--- src/rtl/vga_timing_gen_if.sv ---
// Raster timing bundle driven by vga_timing_gen and consumed by the pixel renderer.
// Every signal is a registered output of the generator except pix_tick.
interface vga_timing_gen_if #(
    parameter int CW = 10
);
    logic          pix_tick;
    logic          h_sync;
    logic          v_sync;
    logic          video_on;
    logic [CW-1:0] x_loc;
    logic [CW-1:0] y_loc;
    logic          line_start;
    logic          frame_start;

    modport master (
        output pix_tick, h_sync, v_sync, video_on, x_loc, y_loc, line_start, frame_start
    );

    modport slave (
        input pix_tick, h_sync, v_sync, video_on, x_loc, y_loc, line_start, frame_start
    );
endinterface

--- src/rtl/vga_timing_gen.sv ---
// VGA raster timing generator: clock divider, h/v counters and registered decode.
// Decoded outputs are loaded from the decode of the next (h,v) so they always match x_loc/y_loc.
module vga_timing_gen #(
    parameter int H_DISPLAY = 640,
    parameter int H_FRONT   = 16,
    parameter int H_SYNC    = 96,
    parameter int H_BACK    = 48,
    parameter int V_DISPLAY = 480,
    parameter int V_FRONT   = 10,
    parameter int V_SYNC    = 2,
    parameter int V_BACK    = 33,
    parameter bit HS_POL    = 1'b0,
    parameter bit VS_POL    = 1'b0,
    parameter int CLK_DIV   = 2,
    parameter int CW        = 10
) (
    input  logic              clk,
    input  logic              reset,
    input  logic              en,
    vga_timing_gen_if.master  vga
);
    localparam int H_TOTAL = H_DISPLAY + H_FRONT + H_SYNC + H_BACK;
    localparam int V_TOTAL = V_DISPLAY + V_FRONT + V_SYNC + V_BACK;
    localparam int DW      = (CLK_DIV > 1) ? $clog2(CLK_DIV) : 1;

    // Window bounds are one bit wider than the counters so an edge equal to 2^CW still fits.
    localparam logic [CW:0] HA_END   = (CW+1)'(H_DISPLAY);
    localparam logic [CW:0] HS_START = (CW+1)'(H_DISPLAY + H_FRONT);
    localparam logic [CW:0] HS_END   = (CW+1)'(H_DISPLAY + H_FRONT + H_SYNC);
    localparam logic [CW:0] VA_END   = (CW+1)'(V_DISPLAY);
    localparam logic [CW:0] VS_START = (CW+1)'(V_DISPLAY + V_FRONT);
    localparam logic [CW:0] VS_END   = (CW+1)'(V_DISPLAY + V_FRONT + V_SYNC);

    logic [DW-1:0] r_div_cnt;
    logic [CW-1:0] r_h;
    logic [CW-1:0] r_v;
    logic          r_h_sync;
    logic          r_v_sync;
    logic          r_video_on;
    logic          r_line_start;
    logic          r_frame_start;

    logic          w_div_last;
    logic          w_pix_tick;
    logic          w_h_wrap;
    logic          w_v_wrap;
    logic [CW-1:0] w_h_next;
    logic [CW-1:0] w_v_next;
    logic [CW:0]   w_h_ext;
    logic [CW:0]   w_v_ext;

    assign w_div_last = (r_div_cnt == DW'(CLK_DIV - 1));
    assign w_pix_tick = en & w_div_last & ~reset;

    assign w_h_wrap = (r_h == CW'(H_TOTAL - 1));
    assign w_v_wrap = (r_v == CW'(V_TOTAL - 1));
    assign w_h_next = w_h_wrap ? '0 : r_h + CW'(1);
    assign w_v_next = w_h_wrap ? (w_v_wrap ? '0 : r_v + CW'(1)) : r_v;
    assign w_h_ext  = {1'b0, w_h_next};
    assign w_v_ext  = {1'b0, w_v_next};

    always_ff @(posedge clk) begin
        if (reset) begin
            r_div_cnt     <= '0;
            r_h           <= '0;
            r_v           <= '0;
            r_h_sync      <= ~HS_POL;
            r_v_sync      <= ~VS_POL;
            r_video_on    <= 1'b1;
            r_line_start  <= 1'b0;
            r_frame_start <= 1'b0;
        end else begin
            // Strobes only follow an advancing edge, so they fall after one clock regardless of en.
            r_line_start  <= w_pix_tick & w_h_wrap;
            r_frame_start <= w_pix_tick & w_h_wrap & w_v_wrap;
            if (en) begin
                r_div_cnt <= w_div_last ? '0 : r_div_cnt + DW'(1);
            end
            if (w_pix_tick) begin
                r_h        <= w_h_next;
                r_v        <= w_v_next;
                r_video_on <= (w_h_ext < HA_END) && (w_v_ext < VA_END);
                r_h_sync   <= ((w_h_ext >= HS_START) && (w_h_ext < HS_END)) ? HS_POL : ~HS_POL;
                r_v_sync   <= ((w_v_ext >= VS_START) && (w_v_ext < VS_END)) ? VS_POL : ~VS_POL;
            end
        end
    end

    assign vga.pix_tick    = w_pix_tick;
    assign vga.h_sync      = r_h_sync;
    assign vga.v_sync      = r_v_sync;
    assign vga.video_on    = r_video_on;
    assign vga.x_loc       = r_h;
    assign vga.y_loc       = r_v;
    assign vga.line_start  = r_line_start;
    assign vga.frame_start = r_frame_start;
endmodule

--- src/flat_wrapper.sv ---
// flat-port wrapper written by rule: the top's interface ports become plain ports
module vga_timing_gen_flat 
#(
    parameter int H_DISPLAY = 640,
    parameter int H_FRONT   = 16,
    parameter int H_SYNC    = 96,
    parameter int H_BACK    = 48,
    parameter int V_DISPLAY = 480,
    parameter int V_FRONT   = 10,
    parameter int V_SYNC    = 2,
    parameter int V_BACK    = 33,
    parameter bit HS_POL    = 1'b0,
    parameter bit VS_POL    = 1'b0,
    parameter int CLK_DIV   = 2,
    parameter int CW        = 10
)
  (clk, reset, en, vga_pix_tick, vga_h_sync, vga_v_sync, vga_video_on, vga_x_loc, vga_y_loc, vga_line_start, vga_frame_start);
  vga_timing_gen_if #(.CW(CW)) vga_i ();
  input  logic clk;
  input  logic reset;
  input  logic en;
  output wire logic [$bits(vga_i.pix_tick)-1:0] vga_pix_tick;
  output wire logic [$bits(vga_i.h_sync)-1:0] vga_h_sync;
  output wire logic [$bits(vga_i.v_sync)-1:0] vga_v_sync;
  output wire logic [$bits(vga_i.video_on)-1:0] vga_video_on;
  output wire logic [$bits(vga_i.x_loc)-1:0] vga_x_loc;
  output wire logic [$bits(vga_i.y_loc)-1:0] vga_y_loc;
  output wire logic [$bits(vga_i.line_start)-1:0] vga_line_start;
  output wire logic [$bits(vga_i.frame_start)-1:0] vga_frame_start;
  assign vga_pix_tick = vga_i.pix_tick;
  assign vga_h_sync = vga_i.h_sync;
  assign vga_v_sync = vga_i.v_sync;
  assign vga_video_on = vga_i.video_on;
  assign vga_x_loc = vga_i.x_loc;
  assign vga_y_loc = vga_i.y_loc;
  assign vga_line_start = vga_i.line_start;
  assign vga_frame_start = vga_i.frame_start;
  vga_timing_gen #(.H_DISPLAY(H_DISPLAY), .H_FRONT(H_FRONT), .H_SYNC(H_SYNC), .H_BACK(H_BACK), .V_DISPLAY(V_DISPLAY), .V_FRONT(V_FRONT), .V_SYNC(V_SYNC), .V_BACK(V_BACK), .HS_POL(HS_POL), .VS_POL(VS_POL), .CLK_DIV(CLK_DIV), .CW(CW)) u_core (.clk(clk), .reset(reset), .en(en), .vga(vga_i));
endmodule
--- config.mk ---
export PLATFORM = sky130hd
export DESIGN_NAME = vga_timing_gen_flat
export DESIGN_NICKNAME = d
export VERILOG_FILES = /design/src/rtl/vga_timing_gen_if.sv /design/src/rtl/vga_timing_gen.sv /design/src/flat_wrapper.sv
export SDC_FILE = /design/constraint.sdc
export NUM_CORES = 1
export LEC_CHECK = 0
export CORE_ASPECT_RATIO = 1.5
export CORE_MARGIN = 5
export CORE_UTILIZATION = 50
export CTS_CLUSTER_SIZE = 28
export DETAILED_ROUTE_END_ITERATION = 12
export PLACE_DENSITY = 0.82
export SLEW_MARGIN = 40
export SYNTH_ARGS = -nofsm -noshare
export SYNTH_HDL_FRONTEND = slang
export SYNTH_SLANG_ARGS = --single-unit
--- constraint.sdc ---
create_clock -name clk -period 5.95 [get_ports clk]
set_input_delay 1.4875 -clock clk [delete_from_list [all_inputs] [get_ports clk]]
set_output_delay 1.4875 -clock clk [all_outputs]
set_load 0.005 [all_outputs]
==> impl_metrics.env, run 1 <==
export IMPL_status="finished clean"
export IMPL_dp_cells=263
export IMPL_synth_xor_area_share_pct=4.00
export IMPL_synth_fp_nets=212
export IMPL_die_x_um=55.2
export IMPL_r2r_start="u_core.vga.x_loc[0]"
export IMPL_min_period_over_period_pct=76.4
export IMPL_dieArea_um2=4290
export IMPL_hold_violations=0
export IMPL_synth_area_leaders="dfxtp_1 (34%), nand2_1 (5.9%), nor2_1 (5.9%), a21oi_1 (5.2%), nand3_1 (3.9%)"
export IMPL_synth_warning_count=0
export IMPL_setup_viol=0
export IMPL_postCtsSetupRepairBufs=0
export IMPL_routed_wl_um=4000
export IMPL_ys_seq_area_share_pct=34.0
export IMPL_htreeDepth=1
export IMPL_pre_cts_ws_ps=1420
export IMPL_final_cells=267
export IMPL_syn_avg_cell_area_um2=7.43
export IMPL_cts_made_buffers=3
export IMPL_cts_hold_buf=0
export IMPL_gp_congestion=0.866
export IMPL_viasPerCell=6.11
export IMPL_cp_endpoint="vga_pix_tick"
export IMPL_crit_path_start_kind="input port"
export IMPL_netlist_instances=206
export IMPL_crit_fanout=19
export IMPL_core_um2=2940
export IMPL_fin_crit_ps=4550
export IMPL_antenna_found_initial=0
export IMPL_grtUsageTotal_pct=20.3
export IMPL_ys_ff_latch=26
export IMPL_rows=24
export IMPL_clk_insertion_delay_late_ps=270
export IMPL_setup_tns_ps=0
export IMPL_drc=0
export IMPL_p_per_area_nw_per_um2=166
export IMPL_fin_nets=235
export IMPL_rrSetupSlack_ps=3530
export IMPL_peakVddDrop_v=0.000114
export IMPL_grt_start_max_net_pins=26
export IMPL_synthSimpleGateAreaFrac_pct=35.2
export IMPL_ant_nets=0
export IMPL_ff2ff_path_depth=7
export IMPL_grt_setup_unrepaired="no"
export IMPL_cts_root_buffer_cell="clkbuf_8"
export IMPL_diodes=0
export IMPL_min_delay_start="u_core.vga.video_on"
export IMPL_hp_class="reg2reg"
export IMPL_synth_compound_area_share_pct=19.6
export IMPL_p_leak_nw=0.545
export IMPL_crit_arrival_ps=3060
export IMPL_yosysTopAreaCell="dfxtp_1"
export IMPL_ys_flop_type="dfxtp_1"
export IMPL_fillCellCount=295
export IMPL_cts_resized=0
export IMPL_wl_per_cell_um=15.0
export IMPL_cp_required_ps=4460
export IMPL_io_pins=29
export IMPL_portBuffers=28
export IMPL_drive_gt1_share_pct=5.26
export IMPL_critPathKind="in2out"
export IMPL_hpwl_um=2830
export IMPL_die_h_um=77.8
export IMPL_slew_limit_headroom_pct=65.6
export IMPL_fin_util_pct=63.8
export IMPL_grt_pass1_vias=1503
export IMPL_async_flop_share_pct=0
export IMPL_setup_slack_ps=1400
export IMPL_r2r_end="u_core.vga.y_loc[9]"
export IMPL_worstSetupStartpoint="en"
export IMPL_syn_area_um2=1530
export IMPL_synthDominantCellAreaShare_pct=34.0
export IMPL_synth_edff_count=0
export IMPL_muxShareOfSynthArea_pct=0
export IMPL_finalMaxSlewViolations=0
export IMPL_firstDrtPassIters=4
export IMPL_grt_overflow=0
export IMPL_clk_pin_slew_ps=90
export IMPL_synth_fa_ha_area_share_pct=2.45
export IMPL_tritoncts="done"
export IMPL_grt_pass1_wl_um=6690
export IMPL_tightestPinTransition_ps=514
export IMPL_clk_path_buf_depth=2
export IMPL_clock_sinks=26
export IMPL_fmax_ghz=0.220
export IMPL_synth_top_family_by_area="simple AND/OR/NAND/NOR gates"
export IMPL_drtIter0Drc=87
export IMPL_syn2layout_area_growth_pct=22.6
export IMPL_synthTopCellsByCount="dfxtp_1 (26), nand2_1 (24), nor2_1 (24)"
export IMPL_start_util_pct=52.0
export IMPL_clock_skew_ps=7.93
export IMPL_endpoint_kind="output pin"
export IMPL_num_vias=1632
export IMPL_yosysMostFrequentCell="dfxtp_1"
export IMPL_cap_violations=0
export IMPL_ys_types=41
export IMPL_hold_ws_ps=480
[worst max-delay path, stage by stage]
cell and delay (ps):
clkdlybuf4s50_1 500, nand2_1 60, buf_4 190, nor2_1 250, clkdlybuf4s50_1 560
[cell type report]
class                      instances  area, µm²  area share [%]
tap                               39       48.8            2.60
sequential                        26        520            27.7
inverter                           4       15.0           0.799
clock buffer                       4       55.1            2.93
timing repair buffer              30        295            15.7
multi-input combinational        164        943            50.2
[cells by family (layout without fill, tap and decap cells)]
logic type / count (synthesis) / after routing
xor+xnor: 7 / 7
compound gates: 48 / 48
flops: 26 / 26
buf+inv: 16 / 38
fa+ha+maj: 3 / 3
simple gates: 106 / 106
[through the flow]
step,power [W],cell area (µm²)
after global placement,0.000201,1820
final,0.000311,1880
after CTS,0.000314,1870
after detailed placement,0.000202,1820
after floorplan,0.000193,1530
after global routing,0.000325,1880
[power breakdown]
part	internal (W)	leakage [nW]	switching, W	total [W]
Sequential	0.000176	0.210	0.00000298	0.000179
Clock	0.0000591	0.0288	0.0000542	0.000113
Combinational	0.00000822	0.307	0.0000108	0.0000190
[how the worst min path moves through the flow]
stage / endpoint / slack, ps / depth (start not counted)
floorplan: u_core.vga.video_on / 460 / 2
global placement: u_core.vga.video_on / 470 / 2
detailed placement: u_core.vga.video_on / 460 / 2
CTS: u_core.vga.video_on / 490 / 2
global route: u_core.vga.video_on / 520 / 2
finish: u_core.vga.video_on / 480 / 2
[metal layers]
layer  part of all wire [%]  vias to the layer above  global-route usage [%]
met5                      0                        -                       0
met4                    2.1                        0                    11.2
met3                    5.3                        8                    2.49
met2                     51                       65                    32.2
met1                     42                      768                    25.7
li1                       -                      791                       -
[layout by cell type, fill, tap and decap left out, types with 2 or more instances in the layout]
cell type        count
a21oi_2              2
nand3b_1             2
or4_1                2
nor3_1               8
clkbuf_8             4
o211ai_1             3
and2_1               5
or3_1                8
xnor2_1              4
a21oi_1             16
nand4_1              9
nand2_1             24
nand3_1             12
inv_1                4
dfxtp_1             26
o41ai_1              2
ha_1                 3
nor2_1              24
xor2_1               3
clkdlybuf4s50_1     28
buf_4                2
a31oi_1              6
nand2b_1             2
a311oi_1             2
nor4_1               2
and4_1               2
o21ai_0              9
[registers in the layout, indices dropped and copies added, names as in the netlist]
signal                  flops
u_core.vga.h_sync           1
u_core.vga.v_sync           1
u_core.vga.video_on         1
u_core.r_div_cnt            1
u_core.vga.line_start       1
u_core.vga.frame_start      1
u_core.vga.y_loc           10
u_core.vga.x_loc           10
Power figures use the tool's default switching activity.
==> inputs of run 2 (changes only) <==
--- a/config.mk
+++ b/config.mk
@@ -7,10 +7,10 @@
 export LEC_CHECK = 0
 export CORE_ASPECT_RATIO = 1.5
 export CORE_MARGIN = 5
-export CORE_UTILIZATION = 50
+export CORE_UTILIZATION = 46
 export CTS_CLUSTER_SIZE = 28
 export DETAILED_ROUTE_END_ITERATION = 12
-export PLACE_DENSITY = 0.82
+export PLACE_DENSITY = 0.8
 export SLEW_MARGIN = 40
 export SYNTH_ARGS = -nofsm -noshare
 export SYNTH_HDL_FRONTEND = slang
==> constraint.sdc (replaced) <==
create_clock -name clk -period 3.7 [get_ports clk]
set_input_delay 0.925 -clock clk [delete_from_list [all_inputs] [get_ports clk]]
set_output_delay 0.925 -clock clk [all_outputs]
set_load 0.005 [all_outputs]
==> run 2 against run 1 <==
First-iteration DRC count is 41% lower. Design area is 0.47% higher. Combinational power is 65% higher. Largest cell class unchanged. Worst setup slack worse by 870 ps. Sequential power is 61% higher. Via count is 1.3% lower. Clock power is 66% higher. Critical path depth is 1 lower. Routed wire length is 0.78% higher.
==> impl_metrics.env, run 2 (same netlist as run 1, synthesis figures left out) <==
export IMPL_status="finished clean"
export IMPL_gp_congestion=0.931
export IMPL_grt_pass1_wl_um=6930
export IMPL_clock_skew_ps=3.51
export IMPL_fin_nets=236
export IMPL_crit_arrival_ps=2250
export IMPL_cts_resized=0
export IMPL_cp_required_ps=2770
export IMPL_setup_tns_ps=0
export IMPL_total_power_w=0.000507
export IMPL_grt_overflow=0
export IMPL_start_util_pct=48.0
export IMPL_diodes=0
export IMPL_fmax_ghz=0.315
export IMPL_ff2ff_path_depth=7
export IMPL_portBuffers=28
export IMPL_clock_sinks=26
export IMPL_grt_start_max_net_pins=25
export IMPL_clk_pin_slew_ps=90
export IMPL_core_um2=3190
export IMPL_endpoint_kind="output pin"
export IMPL_firstDrtPassIters=5
export IMPL_die_x_um=57.1
export IMPL_syn2layout_area_growth_pct=23.2
export IMPL_clk_path_buf_depth=2
export IMPL_cpMostUsedCell="clkdlybuf4s50_1"
export IMPL_grt_pass1_vias=1584
export IMPL_final_common_cell="clkdlybuf4s50_1"
export IMPL_hp_class="reg2reg"
export IMPL_cts_made_buffers=3
export IMPL_ant_nets=0
export IMPL_postCtsSetupRepairBufs=0
export IMPL_setup_viol=0
export IMPL_max_stage_delay_ps=550
export IMPL_min_period_over_period_pct=85.7
export IMPL_cts_root_buffer_cell="clkbuf_8"
export IMPL_cap_violations=0
export IMPL_tritoncts="done"
export IMPL_die_h_um=80.7
export IMPL_worst_path_buf_inv=2
export IMPL_p_leak_nw=0.551
export IMPL_grtUsageTotal_pct=18.9
export IMPL_fin_util_pct=59.1
export IMPL_crit_path_start_kind="input port"
export IMPL_drc=0
export IMPL_grt_setup_unrepaired="no"
export IMPL_hpwl_um=2830
export IMPL_crit_fanout=3
export IMPL_hold_depth=2
export IMPL_drtIter0Drc=51
export IMPL_num_vias=1611
export IMPL_setup_slack_ps=528
export IMPL_dieArea_um2=4610
export IMPL_hold_violations=0
export IMPL_slew_limit_headroom_pct=65.7
export IMPL_cpMaxStageDelayCell="clkdlybuf4s50_1"
export IMPL_p_per_area_nw_per_um2=269
export IMPL_viasPerCell=5.99
export IMPL_wl_per_cell_um=15.0
export IMPL_io_pins=29
export IMPL_path_delay_family="buffers and inverters"
export IMPL_fin_crit_ps=3170
export IMPL_critPathKind="in2out"
export IMPL_htreeDepth=1
export IMPL_drive_gt1_share_pct=5.68
export IMPL_tightestPinTransition_ps=511
export IMPL_rows=25
export IMPL_finalMaxSlewViolations=0
export IMPL_worst_path_stages=4
export IMPL_pre_cts_ws_ps=532
export IMPL_crit_path_cell_trace="clkdlybuf4s50_1 -> nand2_1 -> nor2_1 -> clkdlybuf4s50_1"
export IMPL_routed_wl_um=4030
export IMPL_peakVddDrop_v=0.000258
export IMPL_final_cell_mix="clkdlybuf4s50_1 (28), dfxtp_1 (26), nand2_1 (24), nor2_1 (24), a21oi_1 (16)"
export IMPL_cts_hold_buf=0
export IMPL_antenna_found_initial=0
export IMPL_clk_insertion_delay_late_ps=280
==> run 2: cell count changes in the layout (fill, tap and decap cells not counted) <==
cell   delta
buf_4     +1
==> run 2: metrics by stage <==
| step | cell area (µm²) | cells | hold slack [ps] |
|---|---|---|---|
| floorplan | 1530 | 206 | 460 |
| detailed placement | 1830 | 265 | 458 |
| CTS | 1880 | 269 | 486 |
| global placement | 1830 | 265 | 472 |
| global route | 1890 | 269 | 525 |
| finish | 1890 | 269 | 490 |
==> run 2: worst paths after layout <==
kind	from	to	slack, ps
max	en	vga_pix_tick	530
min	u_core.vga.video_on	u_core.vga.video_on	490
max reg2reg	u_core.vga.x_loc[0]	u_core.vga.y_loc[9]	1260
min reg2reg	u_core.vga.video_on	u_core.vga.video_on	490
==> run 2: final cells by class <==
class / count / area (µm²)
well taps: 40 / 50.0
flip-flops and latches: 26 / 520
fillers: 321 / 1300
multi-input cells: 164 / 943
inverters: 4 / 15.0
repair buffers: 31 / 303
clock buffers: 4 / 55.1
==> run 2: tightest hold or removal path, stage by stage, from the launching register on <==
cell and delay [ps]:
dfxtp_1 340, a21oi_1 60, o41ai_1 60
==> run 2: metal layers <==
layer,track usage [%],routed length [µm],up-vias
met3,2.41,182,11
met2,33.8,2020,50
met5,0,0,-
li1,-,-,795
met4,12.1,135,0
met1,20.4,1690,755
==> run 2: power breakdown <==
group | total (W) | switching [W] | internal [W]
registers | 0.000288 | 0.00000477 | 0.000283
clock network | 0.000188 | 0.0000925 | 0.0000955
logic | 0.0000314 | 0.0000176 | 0.0000138
